[src/rtl/mdu_pkg.sv]
// +--------------------------------------------------------------+
// | mdu_pkg : opcodes, FSM states and iteration count for the MDU |
// | Rev 1.0                                                       |
// +--------------------------------------------------------------+
`default_nettype none

package mdu_pkg;

  localparam int ITER = 32;

  localparam logic [1:0] OP_MULTU = 2'b00;
  localparam logic [1:0] OP_MULT  = 2'b01;
  localparam logic [1:0] OP_DIVU  = 2'b10;
  localparam logic [1:0] OP_DIV   = 2'b11;

  typedef enum logic [1:0] {
    S_IDLE = 2'd0,
    S_CALC = 2'd1,
    S_FIX  = 2'd2
  } state_t;

endpackage

`default_nettype wire

[src/rtl/mdu_neg32.sv]
// +--------------------------------------------------------------+
// | mdu_neg32 : conditional two's-complement negate, carry-chain  |
// | Rev 1.0                                                       |
// +--------------------------------------------------------------+
`default_nettype none

module mdu_neg32 (
  input  logic [31:0] din,
  input  logic        neg,
  input  logic        cin,
  output logic [31:0] dout,
  output logic        cout
);

  logic [32:0] w_sum;

  // cin=1 for a standalone negate; chain the lower word's cout for wider words
  assign w_sum = {1'b0, ~din} + {32'b0, cin};
  assign dout  = neg ? w_sum[31:0] : din;
  assign cout  = neg & w_sum[32];

endmodule

`default_nettype wire

[src/rtl/mul_div_unit.sv]
// +--------------------------------------------------------------+
// | mul_div_unit : iterative 32-bit multiply/divide into HI/LO    |
// | Option macro MDU_FAST_MUL_EN: single-cycle multiply path      |
// | Rev 1.0                                                       |
// +--------------------------------------------------------------+
`default_nettype none

module mul_div_unit
  import mdu_pkg::*;
#(
  parameter int WIDTH = 32
) (
  input  logic             clk,
  input  logic             clrn,
  input  logic             start,
  input  logic [1:0]       op,
  input  logic [WIDTH-1:0] a,
  input  logic [WIDTH-1:0] b,
  output logic             busy,
  output logic             done,
  output logic [WIDTH-1:0] hi,
  output logic [WIDTH-1:0] lo
);

  state_t      r_state;
  logic [4:0]  r_cnt;
  logic [1:0]  r_op;
  logic [31:0] r_a;
  logic [31:0] r_ma;
  logic [31:0] r_mb;
  logic        r_sa;
  logic        r_sb;
  logic [63:0] r_acc;
  logic [32:0] r_rem;
  logic        r_busy;
  logic        r_done;
  logic [31:0] r_hi;
  logic [31:0] r_lo;

  logic        w_signed_in;
  logic        w_sa_in;
  logic        w_sb_in;
  logic [31:0] w_ma;
  logic [31:0] w_mb;
  logic        w_ca_unused;
  logic        w_cb_unused;
  logic        w_is_div;
  logic [32:0] w_mul_sum;
  logic [32:0] w_rsh;
  logic [33:0] w_diff;
  logic        w_ge;
  logic [31:0] w_lo_fix;
  logic [31:0] w_hi_fix;
  logic        w_lo_cout;
  logic        w_hi_cout_unused;

  assign w_signed_in = (op == OP_MULT) || (op == OP_DIV);
  assign w_sa_in     = w_signed_in & a[31];
  assign w_sb_in     = w_signed_in & b[31];

  mdu_neg32 u_neg_a (.din(a), .neg(w_sa_in), .cin(1'b1), .dout(w_ma), .cout(w_ca_unused));
  mdu_neg32 u_neg_b (.din(b), .neg(w_sb_in), .cin(1'b1), .dout(w_mb), .cout(w_cb_unused));

  assign w_is_div  = (r_op == OP_DIVU) || (r_op == OP_DIV);

  // Multiply: multiplier sits in acc[31:0] and shifts out as the product shifts in
  assign w_mul_sum = {1'b0, r_acc[63:32]} + (r_acc[0] ? {1'b0, r_ma} : 33'd0);

  // Divide: dividend/quotient share acc[31:0]; restoring step on a 33-bit remainder
  assign w_rsh  = {r_rem[31:0], r_acc[31]};
  assign w_diff = {1'b0, w_rsh} - {2'b0, r_mb};
  assign w_ge   = ~w_diff[33];

  // Low word holds product-low or quotient; high word product-high or remainder
  mdu_neg32 u_fix_lo (
    .din (r_acc[31:0]),
    .neg (r_sa ^ r_sb),
    .cin (1'b1),
    .dout(w_lo_fix),
    .cout(w_lo_cout)
  );

  mdu_neg32 u_fix_hi (
    .din (w_is_div ? r_rem[31:0] : r_acc[63:32]),
    .neg (w_is_div ? r_sa : (r_sa ^ r_sb)),
    .cin (w_is_div ? 1'b1 : w_lo_cout),
    .dout(w_hi_fix),
    .cout(w_hi_cout_unused)
  );

  always_ff @(posedge clk or negedge clrn) begin
    if (!clrn) begin
      r_state <= S_IDLE;
      r_cnt   <= 5'd0;
      r_op    <= 2'b00;
      r_a     <= 32'd0;
      r_ma    <= 32'd0;
      r_mb    <= 32'd0;
      r_sa    <= 1'b0;
      r_sb    <= 1'b0;
      r_acc   <= 64'd0;
      r_rem   <= 33'd0;
      r_busy  <= 1'b0;
      r_done  <= 1'b0;
      r_hi    <= 32'd0;
      r_lo    <= 32'd0;
    end else begin
      r_done <= 1'b0;
      case (r_state)
        S_IDLE: begin
          if (start) begin
            r_op   <= op;
            r_a    <= a;
            r_ma   <= w_ma;
            r_mb   <= w_mb;
            r_sa   <= w_sa_in;
            r_sb   <= w_sb_in;
            r_rem  <= 33'd0;
            r_cnt  <= 5'd0;
            r_busy <= 1'b1;
`ifdef MDU_FAST_MUL_EN
            if (!op[1]) begin
              r_acc   <= {32'd0, w_ma} * {32'd0, w_mb};
              r_state <= S_FIX;
            end else begin
              r_acc   <= {32'd0, w_ma};
              r_state <= S_CALC;
            end
`else
            r_acc   <= op[1] ? {32'd0, w_ma} : {32'd0, w_mb};
            r_state <= S_CALC;
`endif
          end
        end
        S_CALC: begin
          if (w_is_div) begin
            r_rem        <= w_ge ? w_diff[32:0] : w_rsh;
            r_acc[31:0]  <= {r_acc[30:0], w_ge};
          end else begin
            r_acc <= {w_mul_sum, r_acc[31:1]};
          end
          r_cnt <= r_cnt + 5'd1;
          if (r_cnt == 5'(ITER - 1)) begin
            r_state <= S_FIX;
          end
        end
        S_FIX: begin
          if (w_is_div && (r_mb == 32'd0)) begin
            r_hi <= r_a;
            r_lo <= 32'hFFFF_FFFF;
          end else begin
            r_hi <= w_hi_fix;
            r_lo <= w_lo_fix;
          end
          r_done  <= 1'b1;
          r_busy  <= 1'b0;
          r_state <= S_IDLE;
        end
        default: begin
          r_state <= S_IDLE;
        end
      endcase
    end
  end

  assign busy = r_busy;
  assign done = r_done;
  assign hi   = r_hi;
  assign lo   = r_lo;

endmodule

`default_nettype wire

[config.mk]
export PLATFORM = sky130hd
export DESIGN_NAME = mul_div_unit
export DESIGN_NICKNAME = d
export VERILOG_FILES = /design/src/rtl/mdu_pkg.sv /design/src/rtl/mdu_neg32.sv /design/src/rtl/mul_div_unit.sv
export SDC_FILE = /design/constraint.sdc
export NUM_CORES = 1
export LEC_CHECK = 0
export CORE_ASPECT_RATIO = 0.6
export CORE_MARGIN = 2
export CORE_UTILIZATION = 36
export DETAILED_ROUTE_END_ITERATION = 10
export SYNTH_ARGS = -nofsm -noshare
export SYNTH_HDL_FRONTEND = slang
export SYNTH_HIERARCHICAL = 1
export SYNTH_SLANG_ARGS = --single-unit
[constraint.sdc]
create_clock -name clk -period 5.25 [get_ports clk]
set_input_delay 0.7875 -clock clk [delete_from_list [all_inputs] [get_ports clk]]
set_output_delay 0.7875 -clock clk [all_outputs]
set_load 0.05 [all_outputs]
# [After elaboration in Yosys (flattened, before gate mapping)]
# Index checks and enable logic that the tools add are counted.
[word_totals] ramBits=0 latch_bits=0 reg_bits=269 elab_cells=82 rom_bits=0 input_bits=69 n_memories=0
[op_classes] n_addsub=7 n_mul=0 n_mux=27 n_eq_ne=11 div_mod_pow=0 shifts=0 bitwise=9 n_reduce_logical=13 n_lt_le_gt_ge=0
[ops] op="2-to-1 mux 32 bit" count=14
[ops] op="inverter 32 bit" count=4
[ops] op="case mux 64 bit (2 select lines)" count=1
[ops] op="adder 32 x 1 -> 32 bit (second input constant)" count=2
[ops] op="2-to-1 mux 64 bit" count=1
[ops] op="case mux 32 bit (2 select lines)" count=1
[ops] op="subtractor 33 x 32 -> 34 bit" count=1
[ops] op="adder 32 x 1 -> 33 bit (second input constant)" count=1
[ops] op="adder 32 x 32 -> 33 bit" count=1
[ops] op="adder 32 x 1 -> 32 bit" count=1
[ops] op="logical NOT 32 bit" count=1
[ops] op="case mux 5 bit (2 select lines)" count=1
[ops] op="== test 2 bit (second input constant)" count=4
[ops] op="inequality test 2 bit (second input constant)" count=4
[ops] op="AND reduction 2 bit" count=4
[ops] op="AND reduction 3 bit" count=2
[ops] op="adder 5 x 1 -> 5 bit (second input constant)" count=1
[ops] op="== test 5 bit (second input constant)" count=1
[ops] op="2-to-1 mux 5 bit" count=1
[ops] op="== test 2 x 1 -> 1 bit (second input constant)" count=2
[ops] op="2-to-1 mux 1 bit" count=4
[ops] op="2-to-1 mux 2 bit" count=2
[ops] op="case mux 2 bit (2 select lines)" count=1
[ops] op="nonzero test 2 bit" count=2
[ops] op="other kinds (7)" count=10

# [Logic depth before layout (Yosys ltp)]
# Gate-level depths: netlist of the first run.
[logic_depth] word_depth=7 mapped_depth=15

# [Hierarchy]
# The synthesis of the first run kept the hierarchy.
[by_module_without_submodules] module="mul_div_unit" area_per_inst_um2=15426.0 instances=1 cells_per_inst=1777 seq_area_each_um2=6706.4
[by_module_without_submodules] module="mdu_neg32" area_per_inst_um2=873.3 instances=4 cells_per_inst=117 seq_area_each_um2=0.0

# [Worst setup path after synthesis of the first run]
# Ideal clock, no wire load.
[synth_timing] kind="reg-to-reg" start="register r_op[1]" end="register r_hi[22], in the netlist hi[22]" setup_slack_ns=1.928 stages_incl_launch_ff=12 synth_period_minus_slack_ns=3.322 path_buffers=4 t_arrival_ns=3.239 setup_ns=0.083 cell_sequence="dfrtp_1 clkbuf_1 buf_1 clkbuf_1 mux2_2 buf_6 or4_4 or3_4 o31ai_4 xnor2_1 mux2i_1 o21ai_0"
[synth_between] elab_chain_cells=7 word_cells_on_any_way=11
[synth_rtl] item="from (decl)" line_no="mul_div_unit.sv:27" source="logic [1:0] r_op;"
[synth_rtl] item="from (signal assigned)" line_no="mul_div_unit.sv:112" source="r_op <= op;"
[synth_rtl] item="== test 2 bit" line_no="mul_div_unit.sv:64" source="assign w_is_div = (r_op == OP_DIVU) || (r_op == OP_DIV);"
[synth_rtl] item="logical OR 1 bit *" line_no="mul_div_unit.sv:64"
[synth_rtl] item="2-to-1 mux 32 bit" line_no="mul_div_unit.sv:84" source=".din (w_is_div ? r_rem[31:0] : r_acc[63:32]),"
[synth_rtl] item="inverter 32 bit" line_no="mdu_neg32.sv:18" source="assign w_sum = {1'b0, ~din} + {32'b0, cin};"
[synth_rtl] item="adder 32 x 1 -> 32 bit" line_no="mdu_neg32.sv:18"
[synth_rtl] item="2-to-1 mux 32 bit *" line_no="mdu_neg32.sv:19" source="assign dout = neg ? w_sum[31:0] : din;"
[synth_rtl] item="named net w_hi_fix[22]" line_no="mul_div_unit.sv:53" source="logic [31:0] w_hi_fix;"
[synth_rtl] item="2-to-1 mux 32 bit *" line_no="mul_div_unit.sv:148" source="if (w_is_div && (r_mb == 32'd0)) begin"
[synth_rtl] item="to (signal assigned)" line_no="mul_div_unit.sv:149" source="r_hi <= r_a;"
[synth_rtl] item="to (signal assigned)" line_no="mul_div_unit.sv:152" source="r_hi <= w_hi_fix;"
[synth_rtl] item="to (decl)" line_no="mul_div_unit.sv:37" source="logic [31:0] r_hi;"
# The timed path passes the listed nets; every way through them passes the cells marked *.
# A chain may end at the register's enable or synchronous reset.

# [Worst setup path after layout of the first run]
[layout_timing] start="register r_acc[0]" end="register r_hi[18], in the netlist hi[18]"
[layout_between] elab_chain_cells=7
[layout_rtl] item="from (decl)" line_no="mul_div_unit.sv:33" source="logic [63:0] r_acc;"
[layout_rtl] item="from (signal assigned)" line_no="mul_div_unit.sv:130" source="r_acc <= op[1] ? {32'd0, w_ma} : {32'd0, w_mb};"
[layout_rtl] item="from (signal assigned)" line_no="mul_div_unit.sv:138" source="r_acc[31:0] <= {r_acc[30:0], w_ge};"
[layout_rtl] item="from (signal assigned)" line_no="mul_div_unit.sv:140" source="r_acc <= {w_mul_sum, r_acc[31:1]};"
[layout_rtl] item="inverter 32 bit" line_no="mdu_neg32.sv:18"
[layout_rtl] item="adder 32 x 1 -> 33 bit" line_no="mdu_neg32.sv:18"
[layout_rtl] item="bitwise AND 1 bit" line_no="mdu_neg32.sv:20" source="assign cout = neg & w_sum[32];"
[layout_rtl] item="named net w_lo_cout" line_no="mul_div_unit.sv:54" source="logic w_lo_cout;"
[layout_rtl] item="2-to-1 mux 1 bit" line_no="mul_div_unit.sv:86" source=".cin (w_is_div ? 1'b1 : w_lo_cout),"
[layout_rtl] item="adder 32 x 1 -> 32 bit" line_no="mdu_neg32.sv:18"
[layout_rtl] item="2-to-1 mux 32 bit" line_no="mdu_neg32.sv:19"
[layout_rtl] item="named net w_hi_fix[18]" line_no="mul_div_unit.sv:53"
[layout_rtl] item="2-to-1 mux 32 bit" line_no="mul_div_unit.sv:148"
# The timed path passes the listed nets, and every way through them passes these cells.

==> out/results.tsv, run 1 <==
stage	metric	value	unit
setup_path	crit_start	r_acc[0]	
clock_network	ctsResizeCount	0	
die	ios	135	
place	place_ws	1.17	ns
clock_network	tritoncts	built	
final_layout	fin_cells	3020	
setup_path	crit_arrival	4.68	ns
detailed_routing	vias	17053	
sta	rsz0062_at_grt	no	
sta	period_share	0.796	
logic_synthesis	syn_inst	2233	
clock_network	cts_max_level	1	
global_routing	grt_antenna_before_repair	3	
clock_network	cts.path.max_buffers	3	
global_routing	grt_overflow_total	0	
sta	slew_headroom	0.178	
setup_path	r2r_start	r_acc[0]	
setup_path	cp_max_fo	35	
detailed_routing	drtIter0Drc	1879	
global_routing	grt_pass1_wl	99.6	mm
setup_path	reg2reg_to	hi[18]	
clock_network	clkSlewWorstSetupHoldPaths	0.07	ns
die	core	51300	µm²
pwr	peakVddDrop	299	µV
final_layout	post-route-cell-area	21800	µm²
clock_network	clk_latency	0.59	ns
place	dp_hpwl	50.2	mm
die	start_util	0.368	
detailed_routing	via_per_inst	5.65	
setup_path	critical_path_class	reg2reg	
detailed_routing	wl_met1	32.1	mm
clock_network	postCtsSetupBuffers	0	
final_layout	num-nets-final	2454	
detailed_routing	routed.top_layer	met5	
detailed_routing	ant_nets	0	
sta	drv_slew	0	
sta	tns	0	ns
clock_network	root_buffer	clkbuf_16	
pwr	powerDensity	636	nW/µm²
sta	min_period	4.18	ns
place	placed_cells	2969	
run_status	status	completed	
die	row_count	64	
logic_synthesis	syn_area	18900	µm²
final_layout	layout-drive-gt1-share	0.0822	
clock_network	cts_buffers	27	
place	dpl_cell_area	20800	µm²
job	cap_violations	0	
die	dieHeight	181	µm
global_routing	grt_max_degree	104	
final_layout	final_core_util	0.424	
sta	worst_pin_slew	1.23	ns
detailed_routing	met3_wirelength	7.63	mm
clock_network	cts.sinks	268	
pwr	p_leak	9.36	nW
setup_path	reg2reg_depth	15	
detailed_routing	met2_length	24.7	mm
logic_synthesis	yosys_warnings	6	
setup_path	start_kind	flip-flop	
logic_synthesis	syn_avg_cell_area	8.45	µm²
setup_path	required	5.75	ns
setup_path	r2r_slack	1.07	ns
detailed_routing	wl_per_cell	21.7	µm
sta	fin_skew	0.0254	ns
global_routing	grt_util_all_layers	0.237	
sta	max_freq	239	MHz
detailed_routing	firstDrtPassIters	5	
global_routing	grt_pass1_vias	15925	
place	globalplace.congestion	0.964	
hold_path	hold_class	in2async	
clock_network	holdBufCountCts	0	
detailed_routing	wl	65.6	mm
die	dieArea	54300	µm²
detailed_routing	drc	0	
setup_path	endpoint_kind	flip-flop	
die	die_w	300	µm
sta	hold_viol	0	
place	portBuffers	134	
final_layout	synthToLayoutAreaGrowth	15.5	%
sta	fin_ws	1.07	ns
sta	setup_viol_count_final	0	
## metal layers
metal  GRT usage  vias to the layer above
met5     0.00705                        -
met4      0.0456                        4
met3      0.0872                       75
met2       0.304                      712
met1       0.369                     8301
li1            -                     7961
## metrics by stage
stage	hold slack, ns	total power [W]
after CTS	0.307	0.0137
after detailed placement	0.455	0.0115
after global placement	0.454	0.0114
final	0.281	0.0139
after global routing	0.328	0.0148
after floorplan	0.437	0.00931
## registers in the layout, summed over array words and instances (netlist names), 2 cells and up
name	cells
r_acc	64
hi	32
lo	32
r_a	32
r_ma	32
r_mb	32
r_rem	32
r_cnt	5
r_state	2
## report_power, final
part	switching (W)	leakage (nW)	internal [W]	total (W)
registers	0.00102	3.10	0.00289	0.00391
logic	0.00473	5.80	0.00308	0.00782
clock network	0.000906	0.463	0.00123	0.00213
## critical path, stage by stage, from the launching register on
cell	delay [ns]
dfrtp_1	0.72
inv_1	0.25
ha_1	0.20
ha_1	0.22
nor2b_1	0.34
nand3_1	0.14
nor4_1	0.25
or2_2	0.22
ha_1	0.19
ha_1	0.21
nor4b_1	0.25
nand4_1	0.32
o31ai_1	0.38
xnor2_1	0.16
mux2i_1	0.09
o21ai_0	0.18
## worst max path at each step
| stage | to | slack (ns) |
|---|---|---|
| 6_report | hi[18] | 1.07 |
| 3_5_place_dp | hi[28] | 1.17 |
| 2_1_floorplan | hi[22] | 1.93 |
| 3_3_place_gp | hi[28] | 1.22 |
| 4_1_cts | hi[17] | 1.14 |
| 5_1_grt | hi[17] | 0.79 |
## final cells by class
cell class	count	area, µm²
Fill cell	5039	29500
Multi-Input combinational cell	1790	11500
Sequential cell	268	6710
Timing Repair Buffer	159	1530
Tap cell	693	867
Clock buffer	38	777
Inverter	59	221
Clock inverter	11	165
Antenna cell	2	5.00
## cells in the final DEF (no fill, tap or decap), drive strengths merged, types with 12 or more instances in the layout
| cell type | n |
|---|---|
| inv | 61 |
| mux2i | 67 |
| o31ai | 30 |
| nor3 | 20 |
| and2 | 41 |
| buf | 26 |
| mux2 | 62 |
| ha | 78 |
| a21oi | 75 |
| nor2 | 76 |
| clkbuf | 38 |
| o21ai | 239 |
| dfrtp | 268 |
| nor2b | 14 |
| nand2 | 508 |
| or4 | 12 |
| xnor2 | 140 |
| nand4 | 30 |
| o41ai | 30 |
| nand3 | 86 |
| clkdlybuf4s50 | 133 |
| nor4 | 32 |
| xor2 | 33 |
| a21o | 40 |
| nand2b | 30 |
(Power assumes the default switching activity.)
==> run 2, diff against run 1 <==
==> constraint.sdc (replaced) <==
create_clock -name clk -period 3.6 [get_ports clk]
set_input_delay 0.54 -clock clk [delete_from_list [all_inputs] [get_ports clk]]
set_output_delay 0.54 -clock clk [all_outputs]
set_load 0.05 [all_outputs]
==> out/results.tsv, run 2 (synthesized netlist as in run 1, its figures left out) <==
stage	metric	value	unit	change
run_status	status	completed		
final_layout	largest_reg_flops	64		unchanged
die	start_util	0.368		unchanged
setup_path	cp_top_family	simple AND/OR/NAND/NOR gates		
clock_network	clkSlewWorstSetupHoldPaths	0.07	ns	about the same
detailed_routing	ant_nets	0		unchanged
detailed_routing	firstDrtPassIters	5		unchanged
final_layout	final_core_util	0.438		+0.0138
pwr	swShare	0.477		-0.00305
clock_network	root_buffer	clkbuf_16		
pwr	pwr-share-seq	0.260		-0.022
place	dpl_cell_area	21500	µm²	+3.4%
die	core	51300	µm²	unchanged
setup_path	start_kind	flip-flop		
final_layout	synthToLayoutAreaGrowth	19.2	%	
setup_path	crit_slowest_cell	dfrtp_1		
setup_path	endpoint_kind	flip-flop		
job	cap_violations	0		unchanged
sta	tns	0	ns	unchanged
die	die_w	300	µm	unchanged
sta	worst_pin_slew	1.02	ns	-0.211 ns
setup_path	path_buf_inv	2		+1
final_layout	nFillCells	5012		-0.54%
clock_network	cts_buffers	27		unchanged
setup_path	cp_cell_sequence	inv_1, ha_1, ha_1, nor2b_1, nand3_1, nor4_2, buf_4, or2_2, ha_1, ha_2, nor2b_2, nand4_4, o41ai_2, xnor2_1, mux2i_1, o21ai_0		
die	dieArea	54300	µm²	unchanged
global_routing	grt_pass1_wl	102	mm	+2.9%
global_routing	grt_util_all_layers	0.244		+0.00642
die	ios	135		unchanged
detailed_routing	wl	67.0	mm	+2.2%
sta	slew_headroom	0.313		+0.134
pwr	p_clk_frac	0.140		-0.014
detailed_routing	vias	17390		+2.0%
final_layout	final_common_cell	nand2_1		
die	row_count	64		unchanged
pwr	peakVddDrop	373	µV	+25%
global_routing	grt_antenna_before_repair	3		unchanged
setup_path	required	4.08	ns	-1.67 ns
detailed_routing	via_per_inst	5.61		-0.69%
clock_network	tritoncts	built		
final_layout	top_register	r_acc		
detailed_routing	drc	0		unchanged
global_routing	grt_pass1_vias	16507		+3.7%
setup_path	crit_arrival	3.83	ns	-0.85 ns
sta	fin_skew	0.0169	ns	-0.00853 ns
clock_network	cts.sinks	268		unchanged
hold_path	hold_class	reg2reg		
place	globalplace.congestion	0.942		-2.2%
setup_path	crit_top_cell	ha_1		
clock_network	cts_max_level	1		unchanged
place	dp_hpwl	52.6	mm	+4.8%
setup_path	critical_path_class	reg2reg		
clock_network	clk_latency	0.57	ns	-0.02 ns
detailed_routing	drtIter0Drc	1659		-12%
pwr	power.internal	0.0108	W	+50%
die	dieHeight	181	µm	unchanged
sta	min_period	3.35	ns	-0.831 ns
final_layout	num-nets-final	2538		+3.4%
final_layout	ff_latch_area	6710	µm²	unchanged
final_layout	layout-drive-gt1-share	0.118		+0.0362
detailed_routing	wl_per_cell	21.6	µm	-0.45%
final_layout	multi_input_area	11600	µm²	+0.58%
sta	hold_viol	0		unchanged
final_layout	post-route-cell-area	22500	µm²	+3.3%
place	portBuffers	134		unchanged
pwr	powerDensity	919	nW/µm²	+44%
sta	drv_slew	0		unchanged
setup_path	cp_slowest_stage_delay	0.38	ns	-0.34 ns
setup_path	cp_max_fo	5		-86%
pwr	p_leak	9.79	nW	+4.5%
pwr	combPwrFrac	0.600		+0.036
sta	setup_viol_count_final	0		unchanged
final_layout	final_cell_mix	nand2_1, dfrtp_1, o21ai_0, xnor2_1, clkdlybuf4s50_1		
global_routing	grt_max_degree	79		-24%
pwr	power.switching	0.00987	W	+48%
sta	period_share	0.930		+0.134
global_routing	grt_overflow_total	0		unchanged
clock_network	cts.path.max_buffers	3		unchanged
final_layout	antenna_cells	0		-2
sta	max_freq	299	MHz	+25%
-- run 2: cell count changes in the layout (fill, tap and decap cells not counted), moves of 2 or more --
cell,delta
buf_4,+76
o41ai_1,-4
buf_12,+7
nor4_2,+2
bufinv_16,-3
nor4_1,-2
o41ai_2,+4
diode_2,-2
-- run 2: layout make-up --
class                   instances  area share
multi-input cells            1790       0.515
flip-flops and latches        268       0.298
repair buffers                243       0.100
well taps                     693      0.0385
clock buffers                  39      0.0351
inverters                      59     0.00984
clock inverters                 9     0.00356
-- run 2: power by group through the flow --
stage / sequential (W) / clock [W] / combinational [W]
4_1_cts: 0.00532 / 0.00294 / 0.0122
3_3_place_gp: 0.00532 / 0 / 0.0119
3_5_place_dp: 0.00536 / 0 / 0.0121
2_1_floorplan: 0.00548 / 0 / 0.00809
6_report: 0.00537 / 0.00290 / 0.0124
5_1_grt: 0.00550 / 0.00307 / 0.0136
-- run 2: worst reg2reg max path, delay by kind of cell, from the launching register on --
kind	cells	cell delay (ns)
AOI/OAI and AO/OA	2	0.49
buffers and inverters	2	0.25
and+or+nand+nor	6	1.07
adders and majority gates	4	0.76
muxes	1	0.10
DFF	1	0.38
xor gates and xnor gates	1	0.19
-- run 2: stage by stage --
| step | worst slack [ns] | instances | total power [W] | hold WS (ns) |
|---|---|---|---|---|
| 6_report | 0.251 | 3101 | 0.0207 | 0.469 |
| 5_1_grt | -0.00677 | 3101 | 0.0222 | 0.487 |
| 4_1_cts | 0.105 | 3100 | 0.0204 | 0.471 |
| 3_5_place_dp | -0.0197 | 3051 | 0.0175 | 0.455 |
| 3_3_place_gp | 0.0659 | 3051 | 0.0173 | 0.454 |
| 2_1_floorplan | 0.278 | 2238 | 0.0136 | 0.244 |
-- run 2: path summary, 6_finish.rpt --
check                      startpoint        end  slack, ns  depth (start not counted)
min reg2reg                     lo[9]      lo[9]       0.47                          2
max in group asynchronous        clrn  r_acc[38]       2.11                          3
min                             lo[9]      lo[9]       0.47                          2
min in group asynchronous        clrn  r_acc[54]       0.50                          2
max                          r_acc[0]     hi[26]       0.25                         16
max reg2reg                  r_acc[0]     hi[26]       0.25                         16
-- run 2: routing by layer --
metal | part of all wire | vias to the layer above | routed length, µm | global-route usage
met2 | 0.39 | 702 | 25900 | 0.327
met3 | 0.11 | 55 | 7650 | 0.0789
met5 | 0 | - | 0 | 0
li1 | - | 8112 | - | -
met4 | 0.010 | 0 | 690 | 0.0284
met1 | 0.49 | 8521 | 32800 | 0.381
-- run 2: what timing repair did --
action	CTS	global route
endpoints found under the setup margin	0	15
buffers inserted	0	1
resized for setup	0	13
hold buffers	1	0
endpoints found under the hold margin	61	0
